$ cat src/rtl/proc_pkg.sv
// Shared encodings for the multicycle core: opcodes, FSM states and ALU selects.
package proc_pkg;

   localparam logic [3:0] OP_ADD  = 4'b0000;
   localparam logic [3:0] OP_SUB  = 4'b0001;
   localparam logic [3:0] OP_OR   = 4'b0010;
   localparam logic [3:0] OP_AND  = 4'b0011;
   localparam logic [3:0] OP_SLL  = 4'b0100;
   localparam logic [3:0] OP_SRL  = 4'b0101;
   localparam logic [3:0] OP_SLT  = 4'b0110;
   localparam logic [3:0] OP_SRA  = 4'b0111;
   localparam logic [3:0] OP_ST   = 4'b1000;
   localparam logic [3:0] OP_LD   = 4'b1001;
   localparam logic [3:0] OP_MVNZ = 4'b1100;
   localparam logic [3:0] OP_MV   = 4'b1110;
   localparam logic [3:0] OP_MVI  = 4'b1111;

   typedef enum logic [2:0] {
      S_IDLE   = 3'd0,
      S_FETCH  = 3'd1,
      S_DECODE = 3'd2,
      S_EXEC   = 3'd3,
      S_WB     = 3'd4,
      S_MEM    = 3'd5
   } state_e;

   // ALU select is the low three opcode bits of the ALU group
   typedef enum logic [2:0] {
      ALU_ADD, ALU_SUB, ALU_OR, ALU_AND, ALU_SLL, ALU_SRL, ALU_SLT, ALU_SRA
   } alu_op_e;

   function automatic logic is_alu(input logic [3:0] op);
      return op[3] == 1'b0;
   endfunction

   function automatic logic is_mem(input logic [3:0] op);
      return (op == OP_LD) || (op == OP_ST) || (op == OP_MVI);
   endfunction

endpackage

$ cat src/rtl/alu_n.sv
// Combinational N-bit ALU; shift amount comes from the low log2(N) bits of b.
module alu_n
   import proc_pkg::*;
#(
   parameter int N = 16
) (
   input  logic [N-1:0] a,
   input  logic [N-1:0] b,
   input  alu_op_e      op,
   output logic [N-1:0] y
);
   localparam int SW = $clog2(N);

   logic [SW-1:0] sh;
   assign sh = b[SW-1:0];

   always_comb begin
      y = '0;
      case (op)
         ALU_ADD: y = a + b;
         ALU_SUB: y = a - b;
         ALU_OR:  y = a | b;
         ALU_AND: y = a & b;
         ALU_SLL: y = a << sh;
         ALU_SRL: y = a >> sh;
         ALU_SLT: y = {{(N-1){1'b0}}, (a < b)};
         ALU_SRA: y = $unsigned($signed(a) >>> sh);
         default: y = '0;
      endcase
   end

endmodule

$ cat src/rtl/proc_mc.sv
// Multicycle N-bit core: 8 registers (R7 = PC), ready-handshaked memory port,
// Run/Done sequencing. Done is decoded from state so it lines up with mem_ready.
module proc_mc
   import proc_pkg::*;
#(
   parameter int N = 16
) (
   input  logic         Clock,
   input  logic         Resetn,
   input  logic         Run,
   input  logic [N-1:0] DIN,
   input  logic         mem_ready,
   output logic         mem_req,
   output logic         W,
   output logic [N-1:0] Daddress,
   output logic [N-1:0] DOUT,
   output logic         Done,
   output logic [N-1:0] R7,
   output logic [2:0]   state
);
   state_e            cur;
   logic [7:0][N-1:0] regs;
   logic [N-1:0]      ir, a, g, alu_y, rx, ry, wr_data, pc_next;
   logic [3:0]        opc;
   logic [2:0]        x, y;
   logic              z, wr_en, pc_inc, fin;
   logic              unused_ir;

   assign opc       = ir[N-1 -: 4];
   assign x         = ir[N-5 -: 3];
   assign y         = ir[N-8 -: 3];
   assign unused_ir = ^ir[N-11:0];
   assign rx        = regs[x];
   assign ry        = regs[y];
   assign R7        = regs[7];
   assign state     = cur;
   assign Done      = fin;

   alu_n #(.N(N)) u_alu (
      .a  (a),
      .b  (ry),
      .op (alu_op_e'(opc[2:0])),
      .y  (alu_y)
   );

   // single write port; an explicit R7 write beats the PC increment
   always_comb begin
      wr_en   = 1'b0;
      wr_data = '0;
      pc_inc  = 1'b0;
      fin     = 1'b0;
      case (cur)
         S_FETCH: pc_inc = mem_ready;
         S_DECODE: begin
            if (opc == OP_MV || (opc == OP_MVNZ && !z)) begin
               wr_en   = 1'b1;
               wr_data = ry;
            end
            fin = !is_alu(opc) && !is_mem(opc);
         end
         S_WB: begin
            wr_en   = 1'b1;
            wr_data = g;
            fin     = 1'b1;
         end
         S_MEM: begin
            if (mem_ready) begin
               fin     = 1'b1;
               wr_en   = (opc != OP_ST);
               wr_data = DIN;
               pc_inc  = (opc == OP_MVI);
            end
         end
         default: ;
      endcase
      if (wr_en && x == 3'd7)
         pc_next = wr_data;
      else if (pc_inc)
         pc_next = regs[7] + N'(1);
      else
         pc_next = regs[7];
   end

   always_ff @(posedge Clock) begin
      if (Resetn) begin
         cur      <= S_IDLE;
         regs     <= '0;
         ir       <= '0;
         a        <= '0;
         g        <= '0;
         z        <= 1'b1;
         Daddress <= '0;
         DOUT     <= '0;
         mem_req  <= 1'b0;
         W        <= 1'b0;
      end else begin
         for (int i = 0; i < 7; i++)
            if (wr_en && x == 3'(i)) regs[i] <= wr_data;
         regs[7] <= pc_next;

         case (cur)
            S_IDLE: begin
               if (Run) begin
                  cur      <= S_FETCH;
                  mem_req  <= 1'b1;
                  W        <= 1'b0;
                  Daddress <= regs[7];
               end
            end
            S_FETCH: begin
               if (mem_ready) begin
                  ir      <= DIN;
                  mem_req <= 1'b0;
                  cur     <= S_DECODE;
               end
            end
            S_DECODE: begin
               a <= rx;
               if (is_alu(opc)) begin
                  cur <= S_EXEC;
               end else if (is_mem(opc)) begin
                  cur      <= S_MEM;
                  mem_req  <= 1'b1;
                  W        <= (opc == OP_ST);
                  Daddress <= (opc == OP_MVI) ? regs[7] : ry;
                  if (opc != OP_MVI) DOUT <= rx;
               end
            end
            S_EXEC: begin
               g   <= alu_y;
               cur <= S_WB;
            end
            S_WB: z <= (g == '0);
            default: ;
         endcase

         // instruction end: chain straight into the next fetch or park in IDLE
         if (fin) begin
            W <= 1'b0;
            if (Run) begin
               cur      <= S_FETCH;
               mem_req  <= 1'b1;
               Daddress <= pc_next;
            end else begin
               cur     <= S_IDLE;
               mem_req <= 1'b0;
            end
         end
      end
   end

endmodule

$ cat config.mk
export PLATFORM = sky130hd
export DESIGN_NAME = proc_mc
export DESIGN_NICKNAME = d
export VERILOG_FILES = /design/src/rtl/proc_pkg.sv /design/src/rtl/alu_n.sv /design/src/rtl/proc_mc.sv
export SDC_FILE = /design/constraint.sdc
export NUM_CORES = 1
export LEC_CHECK = 0
export BUFFER_PORTS_ARGS = -buffer_cell sky130_fd_sc_hd__buf_4
export CAP_MARGIN = 5
export CORE_UTILIZATION = 50
export DETAILED_ROUTE_END_ITERATION = 7
export PLACE_DENSITY = 0.7
export RECOVER_POWER = 50
export SYNTH_ARGS = -nofsm -noshare
export SYNTH_HDL_FRONTEND = slang
export SYNTH_SLANG_ARGS = --single-unit
$ cat constraint.sdc
create_clock -name Clock -period 4.2 [get_ports Clock]
set_clock_uncertainty 0.05 [all_clocks]
set_input_delay 0.21 -clock Clock [delete_from_list [all_inputs] [get_ports Clock]]
set_output_delay 0.21 -clock Clock [all_outputs]
set_load 0.005 [all_outputs]
==> results by group <==
Worst setup path
  – CP Capture Type: flop
  – R2r setup slk: 0.27 ns
  – CP max stage delay: 0.51 ns
  – CP Class: reg2reg
  – Crit path cell chain: buf_4 > mux4_2 > mux2i_2 > ha_1 > nor3_1 > a221oi_1 > a2111oi_1 > nor3_1 > buf_4 > o311ai_0 > o21ai_0 > xnor2_1 > o21ai_0
  – Reg2reg start: ir[7]
  – Critical path startpoint category: flop
  – Capturing point of the worst reg2reg path: g[13]
  – CP max FO: 10
  – Worst r2r path cells: 13
  – Critical path's slowest cell: mux4_2
  – Worst EP arrival: about 4.3 ns
  – CP required: 4.60 ns
  – Buffers and inverters on the worst path: 2
  – Critical path's top delay family: compound AO/OA/AOI/OAI gates

GRT
  – Initial antenna violation count: 0
  – First-pass GRT wire length: 73700 um
  – Largest net degree at the start of global routing: 136
  – Vias in the first global route: 12000
  – Global route total overflow: 0
  – Global Route Usage Sum: 34.6%

Synth
  – Most instantiated cells after synthesis: nor2_1 (240), dfxtp_1 (208), a211oi_1 (164)
  – Cells after synthesis: 1549
  – Syn avg cell area: 8.75 sq um
  – Post-synth net total: approximately 1600
  – Register bit count reported by yosys: approximately 210
  – Yosys warns: 0
  – Top cells by area, synth: dfxtp_1 (31%), mux4_2 (11%), a211oi_1 (9.1%), nor2_1 (6.6%), mux2i_1 (5.5%)
  – Post-synth top area share: 30.7%
  – FFs w/ async S/R, synth: 0%
  – Biggest area consumer among synthesized cells: dfxtp_1
  – Sequential area share after synthesis: 30.7%
  – Synth Flop Type: dfxtp_1
  – Post-synth EDFFs: 0
  – Count leader, synth: nor2_1
  – Distinct cell type count of the synthesized netlist: 71
  – Synthesized cell area: 13600 sq um

Pwr
  – Leak Pwr: 5.60 nW
  – Pwr/cell area: between 300 and 400 nW/um^2
  – Maximum VDD drop: between 0.3 and 0.4 mV

Final layout
  – Layout cells sized above 1: between 10% and 20%
  – Post-route non-filler standard cell count: 1934
  – Fill count: 2348
  – Nets: 1658
  – N_diodes: 0
  – Area delta synth->final: 13.3%
  – Layout Utilization: 58.3%

Floorplanning
  – Starting Density: 51.4%
  – Die W: 167 um
  – Die Span Y: 167 um
  – IO Pins: 74
  – Die outline area: 27800 sq um
  – Row count: 59
  – Core area: 26400 sq um

STA
  – Actual slew at the worst max-slew pin: 1.51 ns
  – Fin. max-slew vios: 26
  – Final hold slack: 0.103 ns
  – Setup violators final: 0
  – Final period util: 93.7%
  – Slew HR: -1.12%
  – Final Hold Fails: 0
  – RSZ-0062 raised after global routing: no
  – Crit path time final: 3.93 ns
  – Max Clk Rate: ~250 MHz
  – Fin Setup TNS: 0 ns

Outcome
  – Status: finished, violations left
  – Violations in the final reports: DRC, capacitance limit, slew limit

Detailed routing
  – Number of remaining DRC errors: 2
  – Via-per-instance ratio: 6.64
  – Drt pass-1 iters: 8
  – Drt initial violations: 1617
  – Routed WL: 49000 um
  – Antenna Nets Post-Route: 0
  – Vias: 12900
  – Routed wire per std cell: 25.3 um

Clock tree
  – CTS root buf: clkbuf_16
  – Post-CTS setup buffers: 0
  – Max Root-Sink Buffers: 3
  – Number of clock sinks: 208
  – Clk_lat worst skew: ~0.53 ns
  – Worst-path clk slew: 0.06 ns
  – TritonCTS clock tree: built
  – TritonCTS Buffers: 24
  – H-tree Lvls: 1

Placed design
  – Placed cells: approximately 1900
  – Post-DP HPWL: 35100 um
  – PortBufs: 73
  – GP Congestion: about 1.0

Min path
  – Worst Hold Endpoint: R7[1]
  – Hold Path Class: in2reg
  – Hold depth: 2
  – Worst Min Path Start: Resetn

Flow run
  – Max Cap Viol: 1
## layer usage
metal | global-route usage, % | up-vias | wire length (um)
met1 | 44.5 | 6112 | 19300
li1 | - | 5836 | -
met4 | 19.0 | 0 | 2820
met2 | 55.3 | 737 | 22300
met3 | 6.06 | 166 | 4630
met5 | 0 | - | 0
## placed cells by master, fill, tap and decap left out, types with 6 or more instances in the layout
master,n
a211oi_1,163
a21o_1,13
a21oi_1,80
a221oi_1,11
a222oi_1,32
a311oi_1,10
a31oi_1,16
and2_1,8
and3_1,7
buf_4,97
clkbuf_1,28
clkbuf_16,25
clkbuf_4,33
dfxtp_1,205
dlygate4sd3_1,12
ha_1,53
inv_1,48
inv_2,6
mux2_2,11
mux2i_1,72
mux4_2,64
nand2_1,88
nand2b_1,8
nand3_1,19
nor2_1,235
nor2b_1,11
nor3_1,22
nor4_1,7
o211ai_1,11
o21ai_0,45
o21bai_1,6
o22ai_1,7
o31ai_1,7
or3_1,7
xnor2_1,21
xor2_1,11
## sequential cells by signal (all words and copies together), names as in the netlist
signal / cells
DOUT: 16
regs: 112
mem_req: 1
state: 3
a: 16
W: 1
R7: 16
g: 16
Daddress: 16
z: 1
ir: 10
## per-stage QoR
step           total power [mW]  setup WS, ns  area (sq um)
6_report                   4.91         0.266         15400
5_1_grt                    5.06       0.00337         15400
4_1_cts                    4.91         0.133         15500
3_5_place_dp               2.70         0.162         14500
3_3_place_gp               2.69         0.287         14500
2_1_floorplan              2.48         0.221         13600
## how the worst max path moves through the flow
stage	cells after the start	slack [ns]	startpoint	to
6_report	13	0.27	ir[7]	g[13]
3_3_place_gp	12	0.29	ir[7]	g[15]
5_1_grt	13	0.003	ir[7]	g[10]
4_1_cts	12	0.13	ir[7]	g[15]
3_5_place_dp	12	0.16	ir[7]	g[15]
2_1_floorplan	15	0.22	ir[7]	g[15]
## cell families (layout without fill, tap and decap cells)
family	count (synthesis)	after routing	synth area share (%)
compound gates	441	441	23.1
simple gates	441	441	14.2
fa+ha+maj	55	55	5.19
buf+inv	218	268	7.15
mux	154	154	17.6
xor+xnor	32	32	2.07
flops	208	208	30.7
## cell type report
type | count | area [sq um] | share of cell area (%)
Inverter | 54 | 203 | 1.32
Timing Repair Buffer | 172 | 1240 | 8.09
Clock inverter | 9 | 133 | 0.863
Tap cell | 335 | 419 | 2.73
Multi-Input combinational cell | 1123 | 8490 | 55.3
Sequential cell | 208 | 4170 | 27.1
Clock buffer | 33 | 706 | 4.59
## worst register-to-register path, stage by stage (launching register included)
cell and delay (ns):
dfxtp_2 0.50, buf_4 0.21, mux4_2 0.51, mux2i_2 0.34, ha_1 0.35, nor3_1 0.17
a221oi_1 0.14, a2111oi_1 0.49, nor3_1 0.19, buf_4 0.19, o311ai_0 0.26, o21ai_0 0.16
xnor2_1 0.15, o21ai_0 0.15
## report_power, final
group	leakage [nW]	switching (mW)	internal, mW	total [mW]
Combinational	3.51	0.381	0.244	0.625
Clock	0.407	0.871	1.36	2.23
Sequential	1.68	0.0577	2.00	2.06
Total	5.60	1.31	3.60	4.91
## repair_timing
item,4_1_cts,5_1_grt
endpoints found under the setup margin,0,5
resized for setup,0,6
endpoints found under the hold margin,19,0
hold buffers,12,0
No activity file was read; power rests on OpenSTA's default activity.
